File: config.mk
export PLATFORM = sky130hd
export DESIGN_NAME = pifo_calendar_ctrl
export DESIGN_NICKNAME = d
export VERILOG_FILES = /design/src/rtl/pifo_calendar_pkg.sv /design/src/rtl/pifo_cal_stats.sv /design/src/rtl/pifo_calendar_ctrl.sv
export SDC_FILE = /design/constraint.sdc
export NUM_CORES = 1
export LEC_CHECK = 0
export CORE_ASPECT_RATIO = 1.25
export CORE_MARGIN = 5
export CORE_UTILIZATION = 35
export DETAILED_ROUTE_END_ITERATION = 10
export PLACE_DENSITY = 0.78
export SYNTH_ARGS = -nofsm -noshare
export SYNTH_HDL_FRONTEND = slang
export SYNTH_HIERARCHICAL = 1
export SYNTH_SLANG_ARGS = --single-unit
File: constraint.sdc
create_clock -name clk -period 4.35 [get_ports clk]
set_input_delay 0.87 -clock clk [delete_from_list [all_inputs] [get_ports clk]]
set_output_delay 0.87 -clock clk [all_outputs]
set_load 0.05 [all_outputs]
File: src/rtl/pifo_calendar_pkg.sv
// pifo_calendar_pkg: element word layout shared by the calendar controller
// and the PIFO atoms, plus a helper that packs an element.
package pifo_calendar_pkg;

    localparam int ELEM_W         = 32;
    localparam int RANK_W         = 19;
    localparam int ADDR_W         = 12;
    localparam int VALID_POS      = 31;
    localparam int RANK_START_POS = 12;
    localparam int RANK_END_POS   = 30;

    typedef logic [ELEM_W-1:0] element_t;
    typedef logic [RANK_W-1:0] rank_t;
    typedef logic [ADDR_W-1:0] addr_t;

    function automatic element_t make_element(
        input rank_t rank,
        input addr_t addr
    );
        return {1'b1, rank, addr};
    endfunction

endpackage

File: src/rtl/pifo_cal_stats.sv
// pifo_cal_stats: enqueue/dequeue/bypass event counters and occupancy
// high-water mark for the calendar controller (PIFO_CAL_STATS_EN builds).
module pifo_cal_stats #(
    parameter int CNT_WIDTH = 5
) (
    input  logic                 clk,
    input  logic                 rstn,
    input  logic                 enq,
    input  logic                 deq,
    input  logic                 bypass,
    input  logic [CNT_WIDTH-1:0] occupancy,
    output logic [31:0]          stat_enq_cnt,
    output logic [31:0]          stat_deq_cnt,
    output logic [31:0]          stat_bypass_cnt,
    output logic [CNT_WIDTH-1:0] stat_high_water
);

    always_ff @(posedge clk) begin
        if (!rstn) begin
            stat_enq_cnt    <= '0;
            stat_deq_cnt    <= '0;
            stat_bypass_cnt <= '0;
            stat_high_water <= '0;
        end else begin
            if (enq)
                stat_enq_cnt <= stat_enq_cnt + 32'd1;
            if (deq)
                stat_deq_cnt <= stat_deq_cnt + 32'd1;
            if (bypass)
                stat_bypass_cnt <= stat_bypass_cnt + 32'd1;
            if (occupancy > stat_high_water)
                stat_high_water <= occupancy;
        end
    end

endmodule

File: src/rtl/pifo_calendar_ctrl.sv
// pifo_calendar_ctrl: enqueue/pop front-end for the PIFO calendar atom chain.
// Define PIFO_CAL_STATS_EN to add the stat_* counter outputs.
module pifo_calendar_ctrl
    import pifo_calendar_pkg::*;
#(
    parameter int DEPTH              = 16,
    parameter int ELEMENT_WIDTH      = 32,
    parameter int ELEMENT_RANK_WIDTH = 19,
    parameter int ADDR_WIDTH         = 12,
    parameter int CNT_WIDTH          = 5
) (
    input  logic                          clk,
    input  logic                          rstn,
    input  logic                          s_enq_valid,
    output logic                          s_enq_ready,
    input  logic [ELEMENT_RANK_WIDTH-1:0] s_enq_rank,
    input  logic [ADDR_WIDTH-1:0]         s_enq_addr,
    input  logic                          pop_req,
    input  logic [ELEMENT_WIDTH-1:0]      in_pifo_head,
    output logic [ELEMENT_WIDTH-1:0]      out_pifo_input,
    output logic                          out_ctl_insert,
    output logic                          out_ctl_pop,
    output logic                          m_deq_valid,
    output logic [ELEMENT_RANK_WIDTH-1:0] m_deq_rank,
    output logic [ADDR_WIDTH-1:0]         m_deq_addr,
    output logic [CNT_WIDTH-1:0]          occupancy,
    output logic                          full,
    output logic                          empty,
    output logic                          pop_err
`ifdef PIFO_CAL_STATS_EN
    ,
    output logic [31:0]                   stat_enq_cnt,
    output logic [31:0]                   stat_deq_cnt,
    output logic [31:0]                   stat_bypass_cnt,
    output logic [CNT_WIDTH-1:0]          stat_high_water
`endif
);

    logic                          enq;
    logic                          pop_ok;
    logic                          bypass;
    logic                          arr_ins;
    logic                          arr_pop;
    logic [ELEMENT_RANK_WIDTH-1:0] head_rank;
    logic                          unused_head_valid;

    assign head_rank         = in_pifo_head[RANK_END_POS:RANK_START_POS];
    assign unused_head_valid = in_pifo_head[VALID_POS];

    assign empty  = (occupancy == '0);
    assign full   = (occupancy == CNT_WIDTH'(DEPTH));
    assign pop_ok = pop_req & ~empty;

    // A pop in the same cycle frees the slot, so a full array still accepts.
    assign s_enq_ready = ~full | pop_ok;
    assign enq         = s_enq_valid & s_enq_ready;

    // Ties favour the resident head, keeping equal ranks in arrival order.
    assign bypass  = enq & pop_req & (empty | (s_enq_rank < head_rank));
    assign arr_ins = enq & ~bypass;
    assign arr_pop = pop_ok & ~bypass;

    assign out_pifo_input = make_element(s_enq_rank, s_enq_addr);
    assign out_ctl_insert = rstn & arr_ins;
    assign out_ctl_pop    = rstn & arr_pop;

    always_ff @(posedge clk) begin
        if (!rstn) begin
            occupancy   <= '0;
            m_deq_valid <= 1'b0;
            m_deq_rank  <= '0;
            m_deq_addr  <= '0;
            pop_err     <= 1'b0;
        end else begin
            m_deq_valid <= arr_pop | bypass;
            pop_err     <= pop_req & empty & ~enq;
            if (bypass) begin
                m_deq_rank <= s_enq_rank;
                m_deq_addr <= s_enq_addr;
            end else if (arr_pop) begin
                m_deq_rank <= head_rank;
                m_deq_addr <= in_pifo_head[ADDR_WIDTH-1:0];
            end
            unique case ({arr_ins, arr_pop})
                2'b10:   occupancy <= occupancy + CNT_WIDTH'(1);
                2'b01:   occupancy <= occupancy - CNT_WIDTH'(1);
                default: occupancy <= occupancy;
            endcase
        end
    end

`ifdef PIFO_CAL_STATS_EN
    pifo_cal_stats #(
        .CNT_WIDTH(CNT_WIDTH)
    ) u_stats (
        .clk            (clk),
        .rstn           (rstn),
        .enq            (enq),
        .deq            (arr_pop | bypass),
        .bypass         (bypass),
        .occupancy      (occupancy),
        .stat_enq_cnt   (stat_enq_cnt),
        .stat_deq_cnt   (stat_deq_cnt),
        .stat_bypass_cnt(stat_bypass_cnt),
        .stat_high_water(stat_high_water)
    );
`else
    // Statistics counters are not built in this configuration.
`endif

endmodule

# == Word level (Yosys, flattened, before mapping) ==
# Cells that the tools add are included.
# word_totals
input_bits,67
latchBits,0
elab_cells,36
ramBits,0
n_memories,0
romBits,0
ff_bits,38
# op_classes
n_mux,5
magnitude_cmp,1
reduce_logical,3
n_mul,0
n_shift,0
addsub,2
n_bitwise,17
n_eq_ne,3
n_div,0
# op_table
operator,n
19-bit 2-to-1 mux,2
12-bit 2-to-1 mux,2
19-bit less-than comparator,1
1-bit AND,10
5-bit case mux with 2 select lines,1
"5-bit by 1-bit adder with 5-bit output, second input constant",1
"5-bit equality test, second input constant",1
5-bit zero test,1
"5-bit by 1-bit subtractor with 5-bit output, second input constant",1
1-bit NOT,4
2-bit nonzero test,2
1-bit bitwise OR,3
"2-bit by 1-bit equality test with 1-bit output, second input constant",1
"2-bit equality test, second input constant",1

# == Longest topological paths before layout ==
# logic_depth
ltp_word,11
mapped_depth,20
depth_no_buf,17

# == Worst setup path after synthesis ==
# No wires, ideal clock.
# synth_timing
path_kind,input-to-reg
start,in in_pifo_head[30]
end,reg occupancy[4]
path_slack_ns,-0.345
required_ns,4.279
setup_ns,0.071
cell_stages,20
t_arrival_ns,4.624
path_buffers,3
path_cell_list,inv_1 -> ha_1 -> and4_1 -> nand4_2 -> or4_4 -> o221a_1 -> o21ai_2 -> buf_6 -> buf_6 -> nand3_1 -> ha_1 -> clkbuf_1 -> xor2_1 -> ha_1 -> o21a_1 -> o22a_1 -> a21oi_1 -> xor2_1 -> or3_1 -> a21oi_1
# synth_between
elab_chain_cells,7
word_cells_on_any_way,10
classes_between,order compare: 1; eq/ne: 2; mux: 1; bitwise: 5; reduce/logical: 1
# synth_rtl
item,line_no,source
start: declaration,pifo_calendar_ctrl.sv:19,"input logic [ELEMENT_WIDTH-1:0] in_pifo_head,"
19-bit less-than comparator *,pifo_calendar_ctrl.sv:59,assign bypass = enq & pop_req & (empty | (s_enq_rank < head_rank));
1-bit bitwise OR *,pifo_calendar_ctrl.sv:59,
1-bit AND *,pifo_calendar_ctrl.sv:59,
1-bit NOT *,"pifo_calendar_ctrl.sv:60, pifo_calendar_ctrl.sv:61",
1-bit AND (on tied branches),"pifo_calendar_ctrl.sv:61, pifo_calendar_ctrl.sv:60",
2-bit by 1-bit equality test with 1-bit output / 2-bit equality test (equally long branches),pifo_calendar_ctrl.sv:84,"unique case ({arr_ins, arr_pop})"
5-bit case mux with 2 select lines / 2-bit nonzero test (equally long branches),--,
end signal: assignment,pifo_calendar_ctrl.sv:85,2'b10: occupancy <= occupancy + CNT_WIDTH'(1);
end signal: assignment,pifo_calendar_ctrl.sv:86,2'b01: occupancy <= occupancy - CNT_WIDTH'(1);
end signal: assignment,pifo_calendar_ctrl.sv:87,default: occupancy <= occupancy;
end: declaration,pifo_calendar_ctrl.sv:26,"output logic [CNT_WIDTH-1:0] occupancy,"
# Every way passes the cells marked *; elsewhere a longest branch is shown, timed or not.
# A chain may end at the register's enable or synchronous reset.

# == Final worst setup path ==
# layout_timing
start,in in_pifo_head[28]
end,reg occupancy[4]
# The elaborated chain is that of the path after synthesis.

==> impl_metrics.xml <==
<?xml version="1.0" encoding="UTF-8"?>
<metrics>
  <group name="floorplan">
    <metric name="die_width" unit="um">89.7</metric>
    <metric name="io_pins" unit="">142</metric>
    <metric name="initial_core_util" unit="%">35.7</metric>
    <metric name="core_area" unit="um^2">7790</metric>
    <metric name="floorplan.rows" unit="">36</metric>
    <metric name="dieArea" unit="um^2">9840</metric>
    <metric name="floorplan.die.height" unit="um">110</metric>
  </group>
  <group name="synthesis">
    <metric name="post-synth-top-count-cell" unit="">sky130_fd_sc_hd__a211oi_1</metric>
    <metric name="postSynthCellCount" unit="">340</metric>
    <metric name="ys_warn_count" unit="">6</metric>
    <metric name="synth_sequential_area_ratio" unit="%">27.4</metric>
    <metric name="synth_cell_types" unit="">48</metric>
    <metric name="mappedNetlistArea" unit="um^2">2780</metric>
    <metric name="netlist_top_cells_count" unit="">45 x sky130_fd_sc_hd__a211oi_1, 38 x sky130_fd_sc_hd__dfxtp_1, 32 x sky130_fd_sc_hd__buf_4, 32 x sky130_fd_sc_hd__nor2_1, 30 x sky130_fd_sc_hd__o21ai_0</metric>
    <metric name="synth.top_cells.by_area" unit="">sky130_fd_sc_hd__dfxtp_1 27%, sky130_fd_sc_hd__a211oi_1 12%, sky130_fd_sc_hd__ha_1 9.4%</metric>
    <metric name="synth_edf_count" unit="">0</metric>
    <metric name="synth_top_area_share" unit="%">27.4</metric>
    <metric name="share_of_async_settable_or_async_resettable_flops_after_synthesis" unit="%">0</metric>
    <metric name="ys_ff_latch" unit="">38</metric>
    <metric name="yosys_most_used_dff" unit="">sky130_fd_sc_hd__dfxtp_1</metric>
    <metric name="syn_area_per_cell" unit="um^2">8.18</metric>
    <metric name="cell_taking_the_most_area_after_synthesis" unit="">sky130_fd_sc_hd__dfxtp_1</metric>
    <metric name="syn-num-nets" unit="">428</metric>
  </group>
  <group name="finish">
    <metric name="layout-area-overhead-vs-synth" unit="%">62.9</metric>
    <metric name="filler_cell_count" unit="">696</metric>
    <metric name="fin_cells" unit="">555</metric>
    <metric name="final_layout_size_suffix_gt1_share" unit="%">20.9</metric>
    <metric name="fin_nets" unit="">547</metric>
    <metric name="seq_area" unit="um^2">761</metric>
    <metric name="multi_input_gate_area" unit="um^2">1760</metric>
    <metric name="n_antenna_cell" unit="">0</metric>
  </group>
  <group name="clock_tree">
    <metric name="cts_tree" unit="">built</metric>
    <metric name="cts_buffers" unit="">5</metric>
    <metric name="worstSkewPairLatency" unit="ns">0.30</metric>
    <metric name="clk_path_buf_depth" unit="">2</metric>
    <metric name="clock_tree.htree_level_count" unit="">2</metric>
    <metric name="cts_num_sinks" unit="">38</metric>
    <metric name="clock_tree.root_cell" unit="">sky130_fd_sc_hd__clkbuf_8</metric>
    <metric name="clock_pin_slew_on_the_worst_setup_and_hold_paths" unit="ns">0.09</metric>
  </group>
  <group name="setup_path">
    <metric name="crit_required" unit="ns">4.58</metric>
    <metric name="critical_path.cell_chain" unit="">buf_4, inv_2, ha_4, and4_4, nand4_4, or4_4, o221a_4, o21ai_4, nand3_2, ha_4, xor2_2, ha_2, o21a_1, o22a_1, a21oi_2, xor2_1, or3_1, a21oi_2</metric>
    <metric name="critPathSlowestCell" unit="">sky130_fd_sc_hd__or4_4</metric>
    <metric name="timing.critical_path.to_type" unit="">register</metric>
    <metric name="path_class" unit="">in -&gt; reg</metric>
    <metric name="stage_delay_of_the_slowest_cell_on_the_critical_path" unit="ns">0.55</metric>
    <metric name="worst_ep_arrival_time" unit="ns">4.48</metric>
    <metric name="timing.critical_path.fanout_max" unit="">4</metric>
    <metric name="timing.critical_path.from_type" unit="">input pin</metric>
  </group>
  <group name="timing">
    <metric name="smallest_hold_slack" unit="ns">0.553</metric>
    <metric name="max_slew_margin" unit="%">45.1</metric>
    <metric name="setup_viol" unit="">0</metric>
    <metric name="slew_viol_final" unit="">0</metric>
    <metric name="timing.clock.skew" unit="ns">0.0114</metric>
    <metric name="peak_clock_frequency_supported_by_timing" unit="MHz">236</metric>
    <metric name="post_route_setup_tns" unit="ns">0</metric>
    <metric name="hold_violations" unit="">0</metric>
    <metric name="final_period_minus_worst_setup_slack" unit="ns">4.25</metric>
    <metric name="final.period_utilization" unit="%">97.6</metric>
    <metric name="tightestPinTransition" unit="ns">0.822</metric>
  </group>
  <group name="global_routing">
    <metric name="antenna_found_initial" unit="">1</metric>
    <metric name="grt_start_max_net_pins" unit="">34</metric>
    <metric name="grt_pass1_wl" unit="um">15900</metric>
    <metric name="grt.total_usage" unit="%">19.4</metric>
    <metric name="global_route.overflow_total" unit="">0</metric>
    <metric name="grt_pass1_vias" unit="">3189</metric>
  </group>
  <group name="placement">
    <metric name="detailed_place_hpwl" unit="um">7110</metric>
    <metric name="routabilityCongestion" unit="">0.852</metric>
    <metric name="dp_cells" unit="">543</metric>
    <metric name="port_buffers" unit="">139</metric>
  </group>
  <group name="route">
    <metric name="post-route-drc-count" unit="">0</metric>
    <metric name="num_vias" unit="">3018</metric>
    <metric name="route.antenna.remaining_nets" unit="">0</metric>
    <metric name="vias_per_cell" unit="">5.44</metric>
    <metric name="wire_per_inst" unit="um">18.0</metric>
    <metric name="initial_drt_pass_iterations" unit="">4</metric>
    <metric name="drtIter0Drc" unit="">148</metric>
    <metric name="routed_wirelength" unit="um">10000</metric>
  </group>
  <group name="status">
    <metric name="outcome" unit="">completed</metric>
  </group>
  <group name="power">
    <metric name="power_leakage" unit="nW">1.97</metric>
    <metric name="power.density" unit="nW/um^2">566</metric>
    <metric name="ir_worst_vdd" unit="mV">0.758</metric>
  </group>
  <group name="hold_path">
    <metric name="timing.hold.worst.class" unit="">reg -&gt; reg</metric>
  </group>
  <group name="job">
    <metric name="maxcap_viol_count" unit="">0</metric>
  </group>
</metrics>
## sequential cells by signal, indices dropped and copies added (netlist names)
name         count
m_deq_addr      12
m_deq_rank      19
m_deq_valid      1
occupancy        5
pop_err          1
## placed cells by master, fill, tap and decap left out, types with 3 or more instances in the layout
cell type                         instances
sky130_fd_sc_hd__a211oi_2                 5
sky130_fd_sc_hd__ha_4                    11
sky130_fd_sc_hd__a211oi_1                45
sky130_fd_sc_hd__nand2b_1                 3
sky130_fd_sc_hd__o311a_1                  4
sky130_fd_sc_hd__nor2_1                  32
sky130_fd_sc_hd__ha_1                     9
sky130_fd_sc_hd__inv_1                   13
sky130_fd_sc_hd__buf_4                   33
sky130_fd_sc_hd__xor2_1                   3
sky130_fd_sc_hd__a21oi_1                 19
sky130_fd_sc_hd__dfxtp_1                 38
sky130_fd_sc_hd__dlymetal6s2s_1          19
sky130_fd_sc_hd__clkbuf_2                 6
sky130_fd_sc_hd__mux2i_1                  6
sky130_fd_sc_hd__o2111ai_1                4
sky130_fd_sc_hd__a21o_1                   3
sky130_fd_sc_hd__o21ai_0                 30
sky130_fd_sc_hd__inv_2                    9
sky130_fd_sc_hd__clkdlybuf4s50_1        106
sky130_fd_sc_hd__nand2_1                  7
sky130_fd_sc_hd__buf_6                    3
sky130_fd_sc_hd__a21oi_2                  3
sky130_fd_sc_hd__clkbuf_8                 6
## area by class of cell
| type | instances | share of cell area, % |
|---|---|---|
| Tap cell | 95 | 2.62 |
| Timing Repair Buffer | 171 | 36.8 |
| Sequential cell | 38 | 16.8 |
| Inverter | 22 | 1.82 |
| Clock buffer | 6 | 1.82 |
| Multi-Input combinational cell | 221 | 38.9 |
| Clock inverter | 2 | 1.33 |
## routing by layer
layer	share of wire [%]	global-route usage [%]
met4	1.3	5.62
met1	41	23.0
met3	6.2	4.52
met2	52	34.9
met5	0.11	0
## cell families (layout without fill, tap and decap cells)
logic type	after synthesis	in the layout	synth area share, %
AOI/OAI and AO/OA	127	127	31.7
buffers and inverters	81	201	16.7
and+or+nand+nor	61	61	10.9
DFF	38	38	27.4
adders and majority gates	21	21	9.45
muxes	6	6	2.16
xor gates and xnor gates	5	5	1.57
other	1	1	0.135
## worst paths after layout
| path | from | end | slack (ns) | cells after the start |
|---|---|---|---|---|
| worst max register to register | occupancy[1]$_SDFFE_PN0P_ | occupancy[4]$_SDFFE_PN0P_ | 1.15 | 14 |
| worst max-delay path | in_pifo_head[28] | occupancy[4]$_SDFFE_PN0P_ | 0.10 | 18 |
| worst min-delay path | m_deq_addr[11]$_SDFFE_PN0P_ | m_deq_addr[11]$_SDFFE_PN0P_ | 0.55 | 2 |
| worst min register to register | m_deq_addr[11]$_SDFFE_PN0P_ | m_deq_addr[11]$_SDFFE_PN0P_ | 0.55 | 2 |
## metrics by stage
step | util (%) | power, mW | setup slack, ns | cell area [um^2]
final | 58.1 | 2.56 | 0.104 | 4530
after floorplan | - | 1.60 | -0.0459 | 2810
after global routing | 58.1 | 2.68 | -0.0243 | 4530
after detailed placement | 53.4 | 2.13 | -0.584 | 4160
after CTS | 56.7 | 2.55 | 0.000741 | 4420
after global placement | 53.4 | 2.10 | -0.441 | 4160
## critical path, delay by kind of cell
| kind | cells | cell delay (ns) |
|---|---|---|
| AND/OR/NAND/NOR | 5 | 1.42 |
| AO/OA/AOI/OAI | 6 | 1.16 |
| XOR/XNOR | 2 | 0.23 |
| adder cells (fa/ha/maj) | 3 | 0.66 |
| buffers and inverters | 2 | 0.15 |
## timing repair
| item | CTS | global route |
|---|---|---|
| endpoints found under the hold margin | 0 | 0 |
| pin swaps | 12 | 18 |
| gates resized for setup | 27 | 68 |
| setup endpoints to repair | 3 | 3 |
| hold buffers | 0 | 0 |
| setup buffers | 3 | 1 |
## where the power goes
part / leakage, nW / internal (mW) / switching, mW / total, mW
combinational: 1.58 / 0.562 / 1.08 / 1.64
clock: 0.0714 / 0.245 / 0.137 / 0.382
sequential: 0.314 / 0.463 / 0.0771 / 0.540
No activity file was read; power rests on OpenSTA's default activity.
